### src/rtl/core_run_pkg.sv
// Shared types and defaults for the core run controller.
// State encoding, parameter defaults and the result index width.
package core_run_pkg;

  localparam int DEF_WIDTH         = 32;
  localparam int DEF_NUM_VECTORS   = 4;
  localparam int DEF_RST_CYCLES    = 5;
  localparam int DEF_STABLE_CYCLES = 16;
  localparam int DEF_MAX_CYCLES    = 2000;
  localparam int IDX_W             = 4;

  typedef enum logic [2:0] {
    IDLE,
    HOLD,
    RUN,
    REPORT,
    FINISH
  } state_t;

endpackage

### src/rtl/core_run_controller_out_stable.sv
// out_stable_detect: registered previous value plus a saturating
// count of consecutive unchanged cycles.
module out_stable_detect
  import core_run_pkg::*;
#(
  parameter int WIDTH         = DEF_WIDTH,
  parameter int STABLE_CYCLES = DEF_STABLE_CYCLES
) (
  input  logic             clk,
  input  logic             rst,
  input  logic             i_clr,
  input  logic [WIDTH-1:0] i_val,
  output logic             o_stable
);

  localparam int CW = $clog2(STABLE_CYCLES);
  localparam logic [CW-1:0] CMAX = CW'(STABLE_CYCLES - 1);

  logic [WIDTH-1:0] r_prev;
  logic [CW-1:0]    r_cnt;

  always_ff @(posedge clk) begin
    if (rst) begin
      r_prev <= '0;
      r_cnt  <= '0;
    end else begin
      r_prev <= i_val;
      if (i_clr || i_val != r_prev)
        r_cnt <= '0;
      else if (r_cnt != CMAX)
        r_cnt <= r_cnt + 1'b1;
    end
  end

  assign o_stable = (r_cnt == CMAX);

endmodule

### src/rtl/core_run_controller.sv
// Runs a core under test over a set of vectors and checks results.
// Define RUN_TIMEOUT_EN to bound each run by MAX_CYCLES.
module core_run_controller
  import core_run_pkg::*;
#(
  parameter int WIDTH         = DEF_WIDTH,
  parameter int NUM_VECTORS   = DEF_NUM_VECTORS,
  parameter int RST_CYCLES    = DEF_RST_CYCLES,
  parameter int STABLE_CYCLES = DEF_STABLE_CYCLES,
  parameter int MAX_CYCLES    = DEF_MAX_CYCLES
) (
  input  logic                         clk,
  input  logic                         rst,
  input  logic                         start,
  input  logic [NUM_VECTORS*WIDTH-1:0] sw_vec,
  input  logic [NUM_VECTORS*WIDTH-1:0] exp_vec,
  output logic                         core_rst,
  output logic [WIDTH-1:0]             core_sw,
  input  logic [WIDTH-1:0]             core_out,
  output logic                         busy,
  output logic                         result_valid,
  output logic [WIDTH-1:0]             result,
  output logic [IDX_W-1:0]             result_idx,
  output logic                         done,
  output logic                         pass,
  output logic [NUM_VECTORS-1:0]       fail_mask
);

  localparam int HCW = $clog2(RST_CYCLES + 1);
  localparam logic [IDX_W-1:0] LAST = IDX_W'(NUM_VECTORS - 1);

  state_t r_state;
  state_t w_next;

  logic [HCW-1:0]         r_hcnt;
  logic [IDX_W-1:0]       r_idx;
  logic [WIDTH-1:0]       r_sw;
  logic [WIDTH-1:0]       r_result;
  logic [NUM_VECTORS-1:0] r_fail;
  logic                   r_pass;
  logic                   r_to;

  logic             w_clr;
  logic             w_stable;
  logic             w_timeout;
  logic             w_hold_end;
  logic             w_mismatch;
  logic [WIDTH-1:0] w_exp;

  assign w_clr = (r_state != RUN);

  out_stable_detect #(
    .WIDTH        (WIDTH),
    .STABLE_CYCLES(STABLE_CYCLES)
  ) u_stable (
    .clk     (clk),
    .rst     (rst),
    .i_clr   (w_clr),
    .i_val   (core_out),
    .o_stable(w_stable)
  );

`ifdef RUN_TIMEOUT_EN
  localparam int TCW = $clog2(MAX_CYCLES + 1);
  localparam logic [TCW-1:0] TMAX = TCW'(MAX_CYCLES - 1);

  logic [TCW-1:0] r_tcnt;

  always_ff @(posedge clk) begin
    if (rst || w_clr)
      r_tcnt <= '0;
    else if (r_tcnt != TMAX)
      r_tcnt <= r_tcnt + 1'b1;
  end

  assign w_timeout = (r_tcnt == TMAX);
`else
  logic w_unused_max;
  assign w_unused_max = MAX_CYCLES[0];
  assign w_timeout    = 1'b0;
`endif

  assign w_hold_end = (r_hcnt == HCW'(RST_CYCLES - 1));
  assign w_exp      = exp_vec[int'(r_idx) * WIDTH +: WIDTH];
  assign w_mismatch = (r_result != w_exp) || r_to;

  always_ff @(posedge clk) begin
    if (rst) r_state <= IDLE;
    else     r_state <= w_next;
  end

  always_comb begin
    w_next       = r_state;
    core_rst     = 1'b0;
    busy         = 1'b1;
    result_valid = 1'b0;
    done         = 1'b0;
    unique case (r_state)
      IDLE: begin
        busy     = 1'b0;
        core_rst = 1'b1;
        if (start) w_next = HOLD;
      end
      HOLD: begin
        core_rst = 1'b1;
        if (w_hold_end) w_next = RUN;
      end
      RUN: begin
        if (w_stable || w_timeout) w_next = REPORT;
      end
      REPORT: begin
        result_valid = 1'b1;
        w_next = (r_idx == LAST) ? FINISH : HOLD;
      end
      FINISH: begin
        done   = 1'b1;
        w_next = IDLE;
      end
      default: w_next = IDLE;
    endcase
  end

  always_ff @(posedge clk) begin
    if (rst) begin
      r_hcnt   <= '0;
      r_idx    <= '0;
      r_sw     <= '0;
      r_result <= '0;
      r_fail   <= '0;
      r_pass   <= 1'b0;
      r_to     <= 1'b0;
    end else begin
      unique case (r_state)
        IDLE: begin
          if (start) begin
            r_hcnt <= '0;
            r_idx  <= '0;
            r_fail <= '0;
            r_pass <= 1'b0;
            r_sw   <= sw_vec[WIDTH-1:0];
          end
        end
        HOLD: begin
          r_hcnt <= w_hold_end ? '0 : r_hcnt + 1'b1;
        end
        RUN: begin
          // Stability takes priority over a coincident timeout
          if (w_stable || w_timeout) begin
            r_result <= core_out;
            r_to     <= w_timeout && !w_stable;
          end
        end
        REPORT: begin
          r_fail <= r_fail | (NUM_VECTORS'(w_mismatch) << r_idx);
          if (r_idx != LAST) begin
            r_idx <= r_idx + 1'b1;
            r_sw  <= sw_vec[int'(r_idx + 1'b1) * WIDTH +: WIDTH];
          end
        end
        FINISH: begin
          r_pass <= ~|r_fail;
        end
        default: ;
      endcase
    end
  end

  assign core_sw    = r_sw;
  assign result     = r_result;
  assign result_idx = r_idx;
  assign pass       = r_pass;
  assign fail_mask  = r_fail;

endmodule

### config.mk
export PLATFORM = sky130hd
export DESIGN_NAME = core_run_controller
export DESIGN_NICKNAME = d
export VERILOG_FILES = /design/src/rtl/core_run_pkg.sv /design/src/rtl/core_run_controller_out_stable.sv /design/src/rtl/core_run_controller.sv
export SDC_FILE = /design/constraint.sdc
export NUM_CORES = 1
export LEC_CHECK = 0
export CAP_MARGIN = 40
export CORE_UTILIZATION = 35
export CTS_BUF_LIST = sky130_fd_sc_hd__clkbuf_8
export DETAILED_ROUTE_END_ITERATION = 8
export PLACE_DENSITY = 0.83
export SYNTH_ARGS = -nofsm -noshare
export SYNTH_HDL_FRONTEND = slang
export SYNTH_SLANG_ARGS = --single-unit
### constraint.sdc
create_clock -name clk -period 3.3 [get_ports clk]
set_input_delay 0.66 -clock clk [delete_from_list [all_inputs] [get_ports clk]]
set_output_delay 0.66 -clock clk [all_outputs]
set_load 0.05 [all_outputs]
==> results of run 1 <==
## metal layers
metal / routed length, um / part of all wire, % / up-vias
met4: 1070 / 3.8 / 0
met1: 10200 / 36 / 3610
met3: 2850 / 10 / 59
met5: 0 / 0 / -
li1: - / - / 3659
met2: 14100 / 50 / 390
## worst paths after layout
path | from | end | slack [ps]
min reg2reg | core_sw[16] | core_sw[16] | 490
max | result_idx[1] | result_idx[1] | 270
max reg2reg | result_idx[0] | fail_mask[2] | 370
min | core_sw[16] | core_sw[16] | 490
## worst max-delay path: stages (launching register included)
cell and delay [ps]:
dfxtp_4 690, buf_4 370, clkdlybuf4s50_1 860
## state kept, by name (all words and copies together), names as in the netlist
signal	count
pass	1
r_state	3
fail_mask	4
u_stable.r_cnt	4
result_idx	4
r_hcnt	3
core_sw	32
result	32
u_stable.r_prev	32
## cell usage after synthesis
master / instances
buf_2: 5
o22a_1: 1
nand2b_1: 3
o41ai_1: 2
a32oi_1: 1
a22oi_1: 10
nand3b_1: 2
xnor2_1: 47
buf_12: 1
mux2i_1: 34
mux2_2: 1
or3_1: 2
nor3_1: 9
o21ai_0: 51
nor4b_2: 2
nor4_2: 1
mux4_2: 25
clkbuf_1: 53
nand3_1: 14
xor2_1: 4
buf_1: 2
nor2b_1: 34
nand2_1: 115
or2_2: 1
nor4b_1: 4
buf_6: 2
inv_1: 5
a31oi_1: 1
dfxtp_1: 115
and3_1: 1
and2_1: 1
nor4_1: 2
nor2_1: 101
mux4_1: 7
o21a_1: 2
ha_1: 4
a21oi_1: 133
o311ai_0: 8
nor3b_1: 4
o21ai_1: 1
nand4_1: 27
o31ai_1: 1
## cell families after synthesis
kind of cell,after synthesis,synth area share [%]
AO/OA/AOI/OAI,211,16.6
XOR/XNOR,51,6.55
adder cells (fa/ha/maj),4,0.734
buffers and inverters,68,4.29
flip-flops,115,33.8
multiplexers,67,16.1
AND/OR/NAND/NOR,323,21.9
## power by group through the flow
| stage | Clock [mW] | Sequential [mW] | Combinational, mW |
|---|---|---|---|
| final | 1.32 | 1.46 | 0.785 |
| after global routing | 1.41 | 1.47 | 0.836 |
| after CTS | 1.35 | 1.46 | 0.786 |
| after detailed placement | 0 | 1.49 | 0.780 |
| after global placement | 0 | 1.49 | 0.769 |
| after floorplan | 0 | 1.57 | 0.229 |
## metrics by stage
stage	utilization [%]	cells	total power, mW	hold WS (ps)	instance area, um^2
floorplan	-	839	1.80	471	6820
global placement	56.8	1421	2.26	464	10700
detailed placement	56.8	1421	2.27	478	10700
CTS	58.9	1453	3.60	497	11100
global route	59.0	1458	3.71	534	11100
finish	59.0	1458	3.56	492	11100
## cell type report
class	count	share of cell area [%]
repair buffers	385	34.4
clock buffers	17	2.10
flip-flops and latches	115	20.7
inverters	5	0.168
clock inverters	15	1.45
diodes	5	0.112
well taps	260	2.92
multi-input cells	656	38.2
==> flow_summary.toml, run 1 <==
[critical_path]
path_class = "register to output pin"
cp-start-kind = "register"
path_max_fanout = 35
r2r_cells = 9
end_kind = "output pin"
crit_arrival_ps = 2370
required_ps = 2640

[clocking]
htreeDepth = 4
clkLatencyLatePin_ps = 450
cts.clk_slew.worst_paths_ps = 80
clock-root-buffer = "clkbuf_8"
postCtsSetupBuffers = 0
cts_tree = "done"
postCtsHoldBufs = 0
cts_num_sinks = 115
cts_resized = 0
cts_buffers = 17
clockBufferDepth = 2

[sta]
fmax_ghz = 0.330
min_period_ps = 3030
setup_viol = 0
tns_ps = 0
setup_ws_ps = 271
rsz0062_at_grt = "no"
finalClockSkew_ps = 16.0
hold_viol = 0
relSlewSlack_pct = 45.5
drv_slew = 0
worstMarginPinSlew_ps = 815
period_share_pct = 91.8

[die]
die_y_um = 142
die_w_um = 142
design.die.area_mm2 = 0.0200
io_pins = 368
rows = 50
coreArea_mm2 = 0.0189
initial_core_util_pct = 36.1

[detailed_routing]
vias = 7718
totalWireLength_um = 28200
vias_per_cell = 5.29
drtAntennaViolNets = 0
route.detailed.drc = 0
avgRoutedWirePerCell_um = 19.3
drt_iter0_markers = 316
dr.pass1.iters = 5

[global_route]
met1_usage_pct = 30.0
grt_use_met2_pct = 48.6
use_met3_pct = 8.88
grt_max_degree = 73
grt_pass1_wl_um = 42000
antenna_found_initial = 5
overflow = 0
track_usage_pct = 27.5
busiest_layer = "met2"
first_global_vias = 7643

[yosys]
syn_area_per_cell_um2 = 8.13
syn_area_mm2 = 0.00682
yosysSeqAreaShare_pct = 33.8
synth_fp_nets = 1134
syn_inst = 839
synth_top_area_share_pct = 33.8
yosys_warnings = 0
synth.largest_area_cell = "dfxtp_1"
ys_types = 42
synth_area_leaders = "dfxtp_1 (34%), a21oi_1 (9.8%), mux4_2 (8.3%)"
ys_ff_latch = 115

[placed_design]
gp_congestion = 0.958
portBuffers = 367
dpl_worst_slack_ps = 179
dp_hpwl_um = 21900

[final_layout]
multiInputGateArea_mm2 = 0.00425
final_nets = 1475
final_cell_mix = "clkdlybuf4s50_1 (365), a21oi_1 (132), nand2_1 (115)"
layout-drive-gt1-share_pct = 7.54
nFillCells = 1658
final_common_cell = "clkdlybuf4s50_1"
syn_to_final_growth_pct = 63.5
ff_latch_area_mm2 = 0.00231

[hold_path]
hold_class = "register to register"
min_path_cells = 2

[pwr]
share_seq_of_total_power_pct = 40.9
p_switching_mw = 1.04
internal_power_mw = 2.53
irDropWorstVdd_mv = 0.304
total_leakage_power_nw = 3.74
switching_share_pct = 29.1
power.density_mw_per_mm2 = 320
clkPwrFrac_pct = 37.0
combinationalPowerShare_pct = 22.0

[outcome]
status = "finished, final reports clean"

[run]
drv_cap = 0
Power figures use the tool's default switching activity.
==> run 2, diff against run 1 <==
--- a/config.mk
+++ b/config.mk
@@ -5,11 +5,12 @@
 export SDC_FILE = /design/constraint.sdc
 export NUM_CORES = 1
 export LEC_CHECK = 0
-export CAP_MARGIN = 40
-export CORE_UTILIZATION = 35
+export CAP_MARGIN = 10
+export CORE_AREA = 2 2 144 146
 export CTS_BUF_LIST = sky130_fd_sc_hd__clkbuf_8
 export DETAILED_ROUTE_END_ITERATION = 8
-export PLACE_DENSITY = 0.83
+export DIE_AREA = 0 0 146 148
+export PLACE_DENSITY = 0.82
 export SYNTH_ARGS = -nofsm -noshare
 export SYNTH_HDL_FRONTEND = slang
 export SYNTH_SLANG_ARGS = --single-unit
==> flow_summary.toml, run 2 (synthesized netlist as in run 1, its figures left out) <==
[outcome]
status = "finished, final reports clean"

[global_route]
first_global_vias = 7679
grt_pass1_wl_um = 43700
overflow = 0
antenna_found_initial = 4
track_usage_pct = 26.1
grt_max_degree = 61

[clocking]
clockBufferDepth = 2
cts_resized = 0
clkLatencyLatePin_ps = 440
cts_num_sinks = 115
cts_tree = "done"
postCtsHoldBufs = 0
cts.clk_slew.worst_paths_ps = 70
cts_buffers = 17
htreeDepth = 4
clock-root-buffer = "clkbuf_8"
postCtsSetupBuffers = 0

[detailed_routing]
wl_met3_um = 2650
met1Wirelength_um = 10600
vias = 7776
drtAntennaViolNets = 0
topRoutingLayerUsed = "met4"
drt_iter0_markers = 415
totalWireLength_um = 28800
dr.pass1.iters = 7
avgRoutedWirePerCell_um = 19.7
route.detailed.drc = 0
wl_met2_um = 14600
vias_per_cell = 5.30

[die]
coreArea_mm2 = 0.0200
design.die.area_mm2 = 0.0216
die_w_um = 146
die_y_um = 148
initial_core_util_pct = 34.0
rows = 52
io_pins = 368

[pwr]
combinationalPowerShare_pct = 22.1
share_seq_of_total_power_pct = 41.4
p_switching_mw = 1.01
power.density_mw_per_mm2 = 317
total_leakage_power_nw = 3.72
clkPwrFrac_pct = 36.5
internal_power_mw = 2.51
switching_share_pct = 28.7
irDropWorstVdd_mv = 0.230

[critical_path]
r2r_slack_ps = 370
path_max_fanout = 8
required_ps = 2640
cp-start-kind = "register"
end_kind = "output pin"
crit_arrival_ps = 2290
path_class = "register to output pin"

[final_layout]
layout-drive-gt1-share_pct = 7.46
syn_to_final_growth_pct = 63.3
final_util_pct = 55.5
final_common_cell = "clkdlybuf4s50_1"
final_nets = 1475
final_cell_mix = "clkdlybuf4s50_1 (366), a21oi_1 (132), nand2_1 (115)"

[run]
drv_cap = 0

[sta]
period_share_pct = 89.3
min_period_ps = 2950
worstMarginPinSlew_ps = 681
setup_viol = 0
relSlewSlack_pct = 54.6
drv_slew = 0
rsz0062_at_grt = "no"
fmax_ghz = 0.339
hold_viol = 0
tns_ps = 0
finalClockSkew_ps = 19.8

[placed_design]
portBuffers = 367
gp_congestion = 0.891
dp_hpwl_um = 22700

[hold_path]
hold_class = "register to register"
==> run 2: metrics by stage <==
step	hold WS (ps)	power, mW	setup WS [ps]	area (um^2)	std cells
6_report	493	3.53	354	11100	1467
4_1_cts	491	3.55	331	11100	1463
2_1_floorplan	471	1.80	513	6820	839
3_5_place_dp	478	2.27	14.3	10700	1431
5_1_grt	516	3.67	177	11100	1467
3_3_place_gp	464	2.25	58.9	10700	1431
==> run 2: worst paths after layout <==
kind | start | cells after the start | endpoint
setup / recovery | r_state[2] | 2 | done
hold / removal | core_sw[18] | 2 | core_sw[18]
setup reg to reg | result_idx[0] | 8 | fail_mask[0]
hold reg to reg | core_sw[18] | 2 | core_sw[18]
==> run 2: worst max-delay path, stage by stage, from the launching register on <==
cell and delay, ps:
dfxtp_1 460, nor3b_1 490, clkdlybuf4s50_1 900
==> run 2: final cells by class <==
class | instances | area (um^2)
Clock inverter | 15 | 148
Multi-Input combinational cell | 656 | 4250
Sequential cell | 115 | 2310
Tap cell | 270 | 338
Timing Repair Buffer | 385 | 3820
Clock buffer | 17 | 234
Antenna cell | 4 | 10.0
Inverter | 5 | 18.8
Fill cell | 1813 | 8910
==> run 2: power by group through the flow <==
stage	clock network [mW]	registers (mW)	logic [mW]
4_1_cts	1.31	1.46	0.782
2_1_floorplan	0	1.57	0.229
6_report	1.29	1.46	0.781
3_5_place_dp	0	1.49	0.776
5_1_grt	1.37	1.46	0.834
3_3_place_gp	0	1.49	0.766
==> run 2: layer usage <==
| layer | vias up | GRT usage (%) |
|---|---|---|
| met5 | - | 0 |
| met4 | 0 | 10.2 |
| met3 | 51 | 7.78 |
| met2 | 399 | 46.9 |
| met1 | 3668 | 29.0 |
| li1 | 3658 | - |
